==> src/rtl/disp_wr_arbiter.sv <==
`default_nettype none
// ==== disp_wr_arbiter : arbitrates two req/ack writers onto four display digit registers ====
// ==== Option: DISP_ARB_RR_EN (round-robin on ties, else B wins)  | rev 1.0                 ====
module disp_wr_arbiter #(
  parameter int DW = 8
) (
  input  logic          clk,
  input  logic          reset,
  input  logic          a_req,
  input  logic [1:0]    a_sel,
  input  logic [DW-1:0] a_data,
  output logic          a_ack,
  input  logic          b_req,
  input  logic [1:0]    b_sel,
  input  logic [DW-1:0] b_data,
  output logic          b_ack,
  output logic [DW-1:0] d0,
  output logic [DW-1:0] d1,
  output logic [DW-1:0] d2,
  output logic [DW-1:0] d3,
  output logic          upd,
  output logic          last_grant
);

  localparam logic [1:0] ST_IDLE = 2'd0;
  localparam logic [1:0] ST_WR   = 2'd1;
  localparam logic [1:0] ST_ACK  = 2'd2;

  logic [1:0]    state_q, state_d;
  logic [1:0]    sync_q, sync_d;
  logic          win_q, win_d;
  logic [1:0]    sel_q, sel_d;
  logic [DW-1:0] data_q, data_d;
  logic          lg_q, lg_d;
  logic          upd_q, upd_d;
  logic          a_ack_q, a_ack_d;
  logic          b_ack_q, b_ack_d;
  logic [DW-1:0] dig_q [4];
  logic [DW-1:0] dig_d [4];
  logic          pick;
  logic          win_req;

  // Tie-break between simultaneous requests; a lone request always wins.
  always_comb begin
    pick = b_req;
    if (a_req && b_req) begin
`ifdef DISP_ARB_RR_EN
      pick = ~lg_q;
`else
      pick = 1'b1;
`endif
    end
  end

  assign win_req = win_q ? b_req : a_req;
  assign sync_d  = {sync_q[0], 1'b1};

  always_comb begin
    state_d = state_q;
    win_d   = win_q;
    sel_d   = sel_q;
    data_d  = data_q;
    lg_d    = lg_q;
    upd_d   = 1'b0;
    a_ack_d = a_ack_q;
    b_ack_d = b_ack_q;
    for (int i = 0; i < 4; i++) dig_d[i] = dig_q[i];
    case (state_q)
      ST_IDLE: begin
        if (sync_q[1] && (a_req || b_req)) begin
          win_d   = pick;
          sel_d   = pick ? b_sel : a_sel;
          data_d  = pick ? b_data : a_data;
          lg_d    = pick;
          state_d = ST_WR;
        end
      end
      ST_WR: begin
        dig_d[sel_q] = data_q;
        upd_d        = 1'b1;
        a_ack_d      = ~win_q;
        b_ack_d      = win_q;
        state_d      = ST_ACK;
      end
      ST_ACK: begin
        // An early req drop still lands here, giving a single-cycle ack.
        if (!win_req) begin
          a_ack_d = 1'b0;
          b_ack_d = 1'b0;
          state_d = ST_IDLE;
        end
      end
      default: state_d = ST_IDLE;
    endcase
  end

  always_ff @(posedge clk or negedge reset) begin
    if (!reset) begin
      state_q <= ST_IDLE;
      sync_q  <= 2'b00;
      win_q   <= 1'b0;
      sel_q   <= 2'd0;
      data_q  <= '0;
      lg_q    <= 1'b1;
      upd_q   <= 1'b0;
      a_ack_q <= 1'b0;
      b_ack_q <= 1'b0;
      for (int i = 0; i < 4; i++) dig_q[i] <= '0;
    end else begin
      state_q <= state_d;
      sync_q  <= sync_d;
      win_q   <= win_d;
      sel_q   <= sel_d;
      data_q  <= data_d;
      lg_q    <= lg_d;
      upd_q   <= upd_d;
      a_ack_q <= a_ack_d;
      b_ack_q <= b_ack_d;
      for (int i = 0; i < 4; i++) dig_q[i] <= dig_d[i];
    end
  end

  assign a_ack      = a_ack_q;
  assign b_ack      = b_ack_q;
  assign upd        = upd_q;
  assign last_grant = lg_q;
  assign d0         = dig_q[0];
  assign d1         = dig_q[1];
  assign d2         = dig_q[2];
  assign d3         = dig_q[3];

endmodule
`default_nettype wire

==> config.mk <==
export PLATFORM = sky130hd
export DESIGN_NAME = disp_wr_arbiter
export DESIGN_NICKNAME = d
export VERILOG_FILES = /design/src/rtl/disp_wr_arbiter.sv
export SDC_FILE = /design/constraint.sdc
export NUM_CORES = 1
export LEC_CHECK = 0
export ABC_AREA = 1
export CORE_UTILIZATION = 35
export CTS_CLUSTER_SIZE = 8
export DETAILED_ROUTE_END_ITERATION = 6
export SLEW_MARGIN = 15
export SYNTH_ARGS = -nofsm -noshare
export SYNTH_HDL_FRONTEND = slang
export SYNTH_SLANG_ARGS = --single-unit
==> constraint.sdc <==
create_clock -name clk -period 1.2 [get_ports clk]
set_input_delay 0.3 -clock clk [delete_from_list [all_inputs] [get_ports clk]]
set_output_delay 0.3 -clock clk [all_outputs]
set_load 0.03 [all_outputs]
Word-level counts from Yosys, hierarchy flattened
Cells that the tools add are included.
{"block": "word_totals", "reg_bits": 51, "inputBits": 24, "word_cells": 44}
{"block": "classes", "magnitude_cmp": 2, "n_eq_ne": 4, "n_mux": 14, "bitwise": 2, "reduce_logical": 9}
{"cell": "32-bit bitwise mux", "n": 1}
{"cell": "8-bit demux with 2-bit select", "n": 1}
{"cell": "8-bit two-way mux", "n": 2}
{"cell": "2-bit two-way mux", "n": 3}
{"cell": "2-bit one-hot mux with 3 select lines", "n": 1}
{"cell": "2-bit AND reduction", "n": 3}
{"cell": "1-bit two-way mux", "n": 4}
{"cell": "2-bit != test (second input constant)", "n": 2}
{"cell": "1-bit one-hot mux with 2 select lines", "n": 2}
{"cell": "3-bit greater-or-equal comparator (second input constant)", "n": 1}
{"cell": "1-bit logical AND", "n": 3}
{"cell": "3-bit by 1-bit < comparator with 1-bit output (second input constant)", "n": 1}
{"cell": "2-bit inverter with 3-bit output", "n": 1}
{"cell": "2-bit by 1-bit equality test with 1-bit output (second input constant)", "n": 1}
{"cell": "2-bit equality test (second input constant)", "n": 1}
{"cell": "2-bit zero test", "n": 1}
{"cell": "2-bit nonzero test", "n": 1}
{"cell": "1-bit logical OR", "n": 1}
{"cell": "1-bit inverter", "n": 1}

Depth between registers and ports, before layout
Gate-level depths: netlist of the first run.
{"block": "depth", "depth_word": 6, "ltp_mapped": 6, "mapped_depth_nobuf": 5}

Least setup slack after synthesis of the first run
OpenSTA, ideal clock, no wires.
{"block": "synth_timing", "kind": "register -> register", "from": "register state_q[1]", "to": "register dig_q, in the netlist d2[6]", "arrival_time_ps": 1018, "t_required_ps": 1079, "path_slack_ps": 61, "path_stages_with_launch": 6, "n_path_buf": 1, "cell_sequence": "dfrtp_1 nor2_8 nand3_4 buf_6 nand2_1 o21ai_2"}
{"block": "synth_between", "elab_chain_len": 1}
{"item": "from (decl)", "line_no": "29", "source": "logic [1:0] state_q, state_d;"}
{"item": "from (signal assigned)", "line_no": "110", "source": "state_q <= state_d;"}
{"item": "2-bit by 1-bit equality test with 1-bit output", "line_no": "68", "source": "case (state_q)"}
{"item": "to (decl)", "line_no": "38", "source": "logic [DW-1:0] dig_q [4];"}
No other way between the ends.
A chain may end at the register's enable or synchronous reset.

Final worst setup path of the first run
{"block": "layout_timing", "from": "register lg_q, in the netlist last_grant", "to": "output last_grant"}
{"item": "from (decl)", "line_no": "34", "source": "logic lg_q, lg_d;"}
{"item": "from (signal assigned)", "line_no": "115", "source": "lg_q <= lg_d;"}
{"item": "to (decl)", "line_no": "22", "source": "output logic last_grant"}
No word-level cell between the ends.

==> metrics.md, run 1 <==
| Metric | Value |
|---|---|
| Register area share after synthesis | 0.5785 |
| DRT iter0 DRCs | 53 |
| Crit path max-delay cell type | dfstp_2 |
| Seq cells post-synth | 51 |
| Worst path arrival time | slightly below 1 ns |
| Core Region | 5991 um2 |
| Fmax | approximately 790 MHz |
| # H-tree levels | 2 |
| Clk pwr share | 0.123 |
| Crit-path max FO | 2 |
| Area leader, netlist | dfrtp_1 |
| Crit-path leading delay family | flip-flops |
| Max-cap violations | 0 |
| Die Wd | 81.44 um |
| Mean Syn Cell Area | ~9.6 um2 |
| Worst path cell trace | buf_6 |
| Syn Inst Count | 229 |
| CTS clk-pin slew, worst paths | approximately 0.080 ns |
| Largest net degree at the start of global routing | 23 |
| Net Sw Frac | 0.4358 |
| Cell area after synthesis | ~2200 um2 |
| ANT nets after route | 0 |
| Synth area leaders | dfrtp_1, nand2_1, o21ai_2 |
| Register area | around 1300 um2 |
| Period utilization | 1.055 |
| Combinational Power Share | 0.520 |
| Port Buffers | 59 |
| Layout Cells excl Fill | between 300 and 400 |
| Layout overhead on the synthesized area | 48.44% |
| Total GRT Usage | 0.1554 |
| Clk root buf | clkbuf_8 |
| Max Slew Vio Count | 0 |
| DRC | 0 |
| Yosys warns | 0 |
| Static Leakage | approximately 1.6 nW |
| Hold Path Class | flop to flop |
| Sw power | 3.767 mW |
| Worst clock skew | 0.01071 ns |
| Clk sinks | between 50 and 60 |
| Final Hold Viols | 0 |
| Finished Cell Area | 3278 um2 |
| TritonRoute pass-1 iters | 4 |
| Die height | a little over 80 um |
| Critical path required time | 0.90 ns |
| DIE AREA | ~6600 um2 |
| Synth unique cells | 19 |
| Internal power | around 5 mW |
| HPWL Detailed | roughly 3.2 mm |
| Final Power | 8.645 mW |
| Total Neg Setup Slack | -0.09933 ns |
| I/O pins | 60 |
| Final WL | a little under 5 mm |
| Pwr/cell area | roughly 2600 nW/um2 |
| CTS tree | done |
| WL/cell | about 13 um |
| Post-Place Cells | between 300 and 400 |
| ANT cells | 0 |
| Multi-input gate area | roughly 890 um2 |
| Initial Utilization | 0.3686 |
| Vias in the first global route | 1639 |
| Net count after synthesis | 253 |
| Crit Path Class | flop to output port |
| FILL cells | about 560 |
| Buf/Inv on CP | 1 |
| Synth top area share | 0.5666 |
| Num CTS Buffers | 5 |
| GRT overflow | 0 |
| Worst setup EP type | output port |
| Layout cell share with drive strength beyond 1 | 0.3974 |
| Num rows | 28 |
| First-pass GRT wire length | 7.686 mm |
| Clock latency on the worst-skew pair | 0.30 ns |
| Dpl cell area | about 2900 um2 |
| Violated checks | negative setup slack |
| Tmin final | ~1.3 ns |
| Sequential power share | 0.357 |
| Antenna violations before repair | 0 |
| Placer Congestion | 0.6956 |
| Number of vias per cell | approximately 4.5 |
| Critical Path Start Type | flop |
| Worst vdd ir | about 1.3 mV |
| Clock Path Buffers | 2 |
| Outcome | finished, violations left |
| Place WS | -0.2685 ns |
| Vias post-DR | 1746 |
| Slowest stage delay, CP | between 0.5 and 0.6 ns |
| Nets@finish | roughly 340 |
| Finish-stage setup viols | 6 |
| Final setup margin | -0.06580 ns |
| Setup repair after global routing missed its margin | true |
-- through the flow --
stage | hold slack (ns) | util
finish | 0.3631 | 0.5472
global route | 0.3672 | 0.5472
CTS | 0.3675 | 0.5038
detailed placement | 0.2110 | 0.4777
global placement | 0.2055 | 0.4777
floorplan | 0.004409 | -
-- worst paths after layout --
| check | endpoint | slack [ns] | start | depth (start not counted) |
|---|---|---|---|---|
| min in group asynchronous | a_ack | 0.43 | reset | 2 |
| max reg2reg | d1[4] | -0.01 | state_q[1] | 5 |
| max in group asynchronous | d3[3] | 0.36 | reset | 3 |
| min | sync_q[1] | 0.36 | sync_q[0] | 0 |
| max | last_grant | -0.07 | last_grant | 1 |
| min reg2reg | sync_q[1] | 0.36 | sync_q[0] | 0 |
-- cells by family (layout without fill, tap and decap cells) --
logic type / count (synthesis) / after routing / synth area share
buf+inv: 34 / 115 / 0.07478
compound gates: 42 / 42 / 0.1360
flops: 51 / 51 / 0.5785
other cells: 1 / 1 / 0.001698
simple gates: 101 / 103 / 0.2091
-- Yosys cell counts --
| cell | number |
|---|---|
| nand2_4 | 1 |
| dfrtp_1 | 50 |
| nor2_8 | 1 |
| o21ai_2 | 24 |
| buf_2 | 3 |
| buf_4 | 1 |
| o21ai_0 | 10 |
| clkbuf_1 | 1 |
| o21ai_1 | 8 |
| nand3_1 | 15 |
| inv_2 | 1 |
| inv_1 | 24 |
| nand2_1 | 71 |
| conb_1 | 1 |
| nand3_4 | 2 |
| dfstp_2 | 1 |
| buf_6 | 4 |
| nor2_1 | 6 |
| nand2_2 | 5 |
-- layout by cell type, fill, tap and decap left out, drive strengths merged --
cell type      netlist  layout
buf                  8      58
clkdlybuf4s50        0      21
o21ai               42      42
nand3               17      19
clkbuf               1       8
dlymetal6s2s         0       1
clkinvlp             0       1
dlygate4sd3          0       1
dfstp                1       1
conb                 1       1
inv                 25      25
dfrtp               50      50
nand2               77      77
nor2                 7       7
-- cell type report --
type	count	share of cell area
Tap cell	75	0.02863
Clock inverter	1	0.002290
Timing Repair Buffer	82	0.2485
Inverter	25	0.02863
Multi-Input combinational cell	146	0.2725
Clock buffer	7	0.02939
Sequential cell	51	0.3901
-- state kept, by name, indices dropped and copies added (netlist names), 2 cells and up --
signal	cells
d2	8
sel_q	2
sync_q	2
d0	8
state_q	2
d1	8
data_q	8
d3	8
-- power groups by stage --
| stage | clock network [mW] | registers (mW) | logic (mW) |
|---|---|---|---|
| detailed placement | 0 | 2.96 | 3.84 |
| floorplan | 0 | 3.95 | 1.42 |
| global route | 1.16 | 3.17 | 4.88 |
| CTS | 1.09 | 2.96 | 3.95 |
| finish | 1.07 | 3.09 | 4.49 |
| global placement | 0 | 2.97 | 3.77 |
-- repair_timing --
action | CTS | global route
endpoints found under the hold margin | 8 | 0
setup buffers | 0 | 7
hold buffers | 1 | 0
resized for setup | 5 | 51
cloned | 2 | 2
setup endpoints to repair | 27 | 36
pin swaps | 3 | 5
-- per-layer routing --
metal / wire length [um] / vias to the layer above / track usage
met3: 212 / 7 / 0.03778
met2: 2360 / 47 / 0.2492
met5: 0 / - / 0
met1: 2246 / 801 / 0.2027
li1: - / 891 / -
met4: 69 / 0 / 0.05893
Note: power is estimated with default switching activity, not from simulation.
==> run 2, diff against run 1 <==
Settings changed: CTS_CLUSTER_SIZE 8 to 20, REMOVE_ABC_BUFFERS set to 1.
==> metrics.md, run 2 (same netlist as run 1, synthesis figures left out) <==
| Metric | Value |
|---|---|
| Outcome | finished, violations left |
| Violated checks | negative setup slack |
| Critical path required time | around 0.90 ns |
| Commonest non-fill, non-tap cell in the layout | nand2_1 |
| Met3 global-route usage | 0.03556 |
| Worst clock skew | ~0.011 ns |
| Final Power | ~8.4 mW |
| Clk root buf | clkbuf_8 |
| Reg-to-reg endpoint | d2[0] |
| Register area | 1279 um2 |
| Final WL | around 4.8 mm |
| Antenna violations before repair | 0 |
| DRT iter0 DRCs | just over 70 |
| Worst setup EP type | output port |
| HPWL Detailed | 3.441 mm |
| Multi-input gate area | slightly below 800 um2 |
| Num CTS Buffers | 5 |
| CTS clk-pin slew, worst paths | 0.08 ns |
| I/O pins | 60 |
| Number of cells on the critical path | 1 |
| Max Slew Vio Count | 0 |
| GRT overflow | 0 |
| CTS tree | done |
| TritonRoute pass-1 iters | 4 |
| Nets@finish | 343 |
| Worst R2R Path Depth | 5 |
| Worst vdd ir | 1.195 mV |
| Crit-path max FO | 2 |
| Crit Path Class | flop to output port |
| ANT cells | 0 |
| Setup repair after global routing missed its margin | true |
| Most frequent cells in the layout | nand2_1, dfrtp_1, buf_4, inv_1, o21ai_2 |
| Final Hold Viols | 0 |
| Slowest stage delay, CP | between 0.5 and 0.6 ns |
| Place WS | -0.2517 ns |
| Layout cell share with drive strength beyond 1 | 0.3625 |
| Finish-stage setup viols | 1 |
| Clock latency on the worst-skew pair | approximately 0.30 ns |
| Max-cap violations | 0 |
| R2R Path Start | state_q[1] |
| Buf/Inv on CP | 1 |
| Number of vias per cell | between 4 and 5 |
| Worst Hold End | sync_q[1] |
| Die height | between 80 and 90 um |
| Initial Utilization | 0.3686 |
| Placer Congestion | around 0.7 |
| First-pass GRT wire length | 8.211 mm |
| DRC | 0 |
| Post-Place Cells | ~370 |
| Critical Path Start Type | flop |
| Min-Delay Path Depth | 0 |
| Clk sinks | between 50 and 60 |
| Static Leakage | approximately 1.6 nW |
| Vias post-DR | around 1800 |
| Min-delay src | sync_q[0] |
| Tmin final | 1.266 ns |
| FILL cells | between 500 and 600 |
| Final core occ | 0.5384 |
| R2r setup slk | roughly 0.06 ns |
| Met2 Use GR | 0.2725 |
| Largest net degree at the start of global routing | 19 |
| Layout overhead on the synthesized area | 46.06% |
| Crit-path leading delay family | flip-flops |
| Total GRT Usage | 0.1669 |
| WL/cell | approximately 12 um |
| Pwr/cell area | 2592 nW/um2 |
| Worst path cell trace | buf_6 |
| Core Region | roughly 6000 um2 |
| Die Wd | around 81 um |
| Hold Path Class | flop to flop |
| GR Util met1 | 0.2145 |
| Period utilization | 1.055 |
| ANT nets after route | 0 |
| # H-tree levels | 2 |
| Port Buffers | between 50 and 60 |
| Fmax | between 700 and 800 MHz |
| Final setup margin | -0.06583 ns |
| Worst path arrival time | about 0.97 ns |
| Crit path max-delay cell type | dfstp_2 |
| Clock Path Buffers | 2 |
| DIE AREA | 6632 um2 |
| Layout Cells excl Fill | 395 |
| Top Usage Layer GRT | met2 |
| Num rows | 28 |
| Fin Hold WS | between 0.3 and 0.4 ns |
| Vias in the first global route | around 1700 |
## run 2: changes by cell type in the layout (fill, tap and decap cells not counted)
cell / delta
nand2_1: +18
nand3_4: -2
nor2_2: +2
dlymetal6s2s_1: -1
clkbuf_8: -1
clkinv_4: +1
nor2_1: -2
nand2_2: -10
clkdlybuf4s50_1: +1
nand2_4: -8
buf_4: +10
buf_12: +1
clkbuf_16: -1
## run 2: worst max-delay path by stage
stage,slack (ns),start,endpoint
final,-0.07,last_grant,last_grant
after global placement,-0.23,b_req,sel_q[1]
after CTS,-0.08,last_grant,last_grant
after detailed placement,-0.25,b_req,data_q[3]
after floorplan,-0.26,state_q[1],data_q[0]
after global routing,-0.11,last_grant,last_grant
## run 2: layout make-up
class                   instances  area share
flip-flops and latches         51      0.3964
repair buffers                 92      0.2735
multi-input cells             144      0.2413
inverters                      25     0.02909
well taps                      75     0.02909
clock buffers                   6     0.02560
clock inverters                 2    0.005043
## run 2: through the flow
step                instance area [um2]  setup TNS [ns]
floorplan                          2137          -3.280
global route                       3226         -0.1325
detailed placement                 2892          -3.684
finish                             3226        -0.06583
global placement                   2892          -3.341
CTS                                3032        -0.08011
## run 2: metal layers
metal | routed length (um) | up-vias
li1 | - | 906
met1 | 2222 | 817
met2 | 2265 | 55
met3 | 232 | 6
met4 | 67 | 0
met5 | 0 | -
## run 2: timing repair
item | 4_1_cts | 5_1_grt
endpoints found under the setup margin | 22 | 41
pin swaps | 1 | 0
endpoints found under the hold margin | 13 | 0
buffers inserted | 1 | 14
resized for setup | 4 | 24
hold buffers | 1 | 0
## run 2: power by group
group / switching (mW) / total [mW] / internal [mW]
sequential: 0.527 / 2.99 / 2.46
combinational: 2.48 / 4.34 / 1.86
clock: 0.564 / 1.04 / 0.471
==> run 3, diff against run 2 <==
Settings changed: SLEW_MARGIN 15 to 10.
Clock period 1.2 ns to 1.3 ns, I/O delays scaled along.
==> metrics.md, run 3 (same netlist as run 1, synthesis figures left out) <==
| Metric | Value |
|---|---|
| Outcome | finished, violations left |
| Violated checks | negative setup slack |
| Clock Path Buffers | 2 |
| Initial Utilization | 0.3686 |
| Layout overhead on the synthesized area | 35.41% |
| Die height | 81.44 um |
| Core Region | between 5000 and 6000 um2 |
| WL/cell | between 10 and 15 um |
| Worst path cell trace | buf_6 |
| Post-Place Cells | roughly 370 |
| Top Usage Layer GRT | met2 |
| Period utilization | 1.011 |
| DIE AREA | between 6000 and 7000 um2 |
| Placer Congestion | between 0.7 and 0.8 |
| Static Leakage | 1.534 nW |
| Num rows | 28 |
| DRT iter0 DRCs | a little under 80 |
| Worst setup EP type | output port |
| ANT nets after route | 0 |
| Final core occ | 0.4992 |
| Crit path max-delay cell type | dfstp_2 |
| Max Slew Vio Count | 0 |
| Hold Path Class | flop to flop |
| Critical path required time | 0.98 ns |
| Met3 global-route usage | 0.04667 |
| Number of vias per cell | between 4 and 5 |
| Worst clock skew | around 0.0075 ns |
| FILL cells | a little under 600 |
| Clk sinks | approximately 50 |
| Worst path arrival time | around 0.99 ns |
| Slowest stage delay, CP | between 0.5 and 0.6 ns |
| Fmax | 761.2 MHz |
| Final Power | 7.064 mW |
| Finish-stage setup viols | 1 |
| GRT overflow | 0 |
| Num CTS Buffers | 5 |
| Fin Hold WS | 0.3558 ns |
| Die Wd | about 81 um |
| Clk root buf | clkbuf_8 |
| R2r setup slk | between 0.1 and 0.15 ns |
| CTS tree | done |
| Crit Path Class | flop to output port |
| Layout Cells excl Fill | 376 |
| Antenna violations before repair | 0 |
| Vias in the first global route | approximately 1600 |
| Buf/Inv on CP | 1 |
| Multi-input gate area | approximately 770 um2 |
| Commonest non-fill, non-tap cell in the layout | nand2_1 |
| Setup repair after global routing missed its margin | true |
| Crit-path leading delay family | flip-flops |
| Total Neg Setup Slack | -0.01378 ns |
| TritonRoute pass-1 iters | 5 |
| Layout cell share with drive strength beyond 1 | 0.3090 |
| Met2 Use GR | 0.2317 |
| Final setup margin | -0.01378 ns |
| Final WL | 4.572 mm |
| Max-cap violations | 0 |
| GR Util met1 | 0.2171 |
| Nets@finish | 325 |
| # H-tree levels | 2 |
| ANT cells | 0 |
| Place WS | -0.1850 ns |
| Total GRT Usage | 0.1563 |
| Port Buffers | between 50 and 60 |
| Crit-path max FO | 2 |
| HPWL Detailed | roughly 3.3 mm |
| Register area | between 1000 and 1500 um2 |
| Clock latency on the worst-skew pair | just over 0.3 ns |
| I/O pins | 60 |
| Critical Path Start Type | flop |
| Largest net degree at the start of global routing | 23 |
| Finished Cell Area | between 2000 and 3000 um2 |
| Final Hold Viols | 0 |
| First-pass GRT wire length | between 7 and 8 mm |
| CTS clk-pin slew, worst paths | around 0.090 ns |
| DRC | 0 |
| Tmin final | 1.314 ns |
| Dpl cell area | around 2800 um2 |
| Pwr/cell area | between 2000 and 2500 nW/um2 |
| Most frequent cells in the layout | nand2_1, dfrtp_1, buf_4, inv_1, o21ai_2 |
| Vias post-DR | 1673 |
| Worst vdd ir | 1.058 mV |
[run 3: power by group]
group / leakage, nW / switching (mW) / internal, mW
Clock: 0.0440 / 0.515 / 0.369
Combinational: 0.836 / 2.15 / 1.29
Sequential: 0.654 / 0.469 / 2.27
Total: 1.53 / 3.14 / 3.93
[run 3: final timing paths]
path | startpoint | endpoint | cells after the start
max in group asynchronous | reset | last_grant | 3
min in group asynchronous | reset | d0[4] | 2
worst min register to register | sync_q[0] | sync_q[1] | 0
worst min-delay path | sync_q[0] | sync_q[1] | 0
worst max-delay path | last_grant | last_grant | 1
worst max register to register | state_q[1] | d2[1] | 5
[run 3: final cells by class]
cell class	instances	area share
Clock buffer	5	0.02301
Clock inverter	2	0.004603
Inverter	25	0.03138
Multi-Input combinational cell	144	0.2561
Sequential cell	51	0.4272
Tap cell	75	0.03138
Timing Repair Buffer	74	0.2264
[run 3: routing by layer]
metal | share of wire | wire length, um
met2 | 0.44 | 1996
met5 | 0 | 0
met3 | 0.053 | 241
met4 | 0.0077 | 35
met1 | 0.50 | 2298
[run 3: what timing repair did]
| action | 4_1_cts | 5_1_grt |
|---|---|---|
| setup endpoints to repair | 1 | 14 |
| buffers inserted | 0 | 3 |
| endpoints found under the hold margin | 10 | 0 |
| hold buffers | 1 | 0 |
| gates resized for setup | 1 | 0 |
| pin swaps | 0 | 1 |
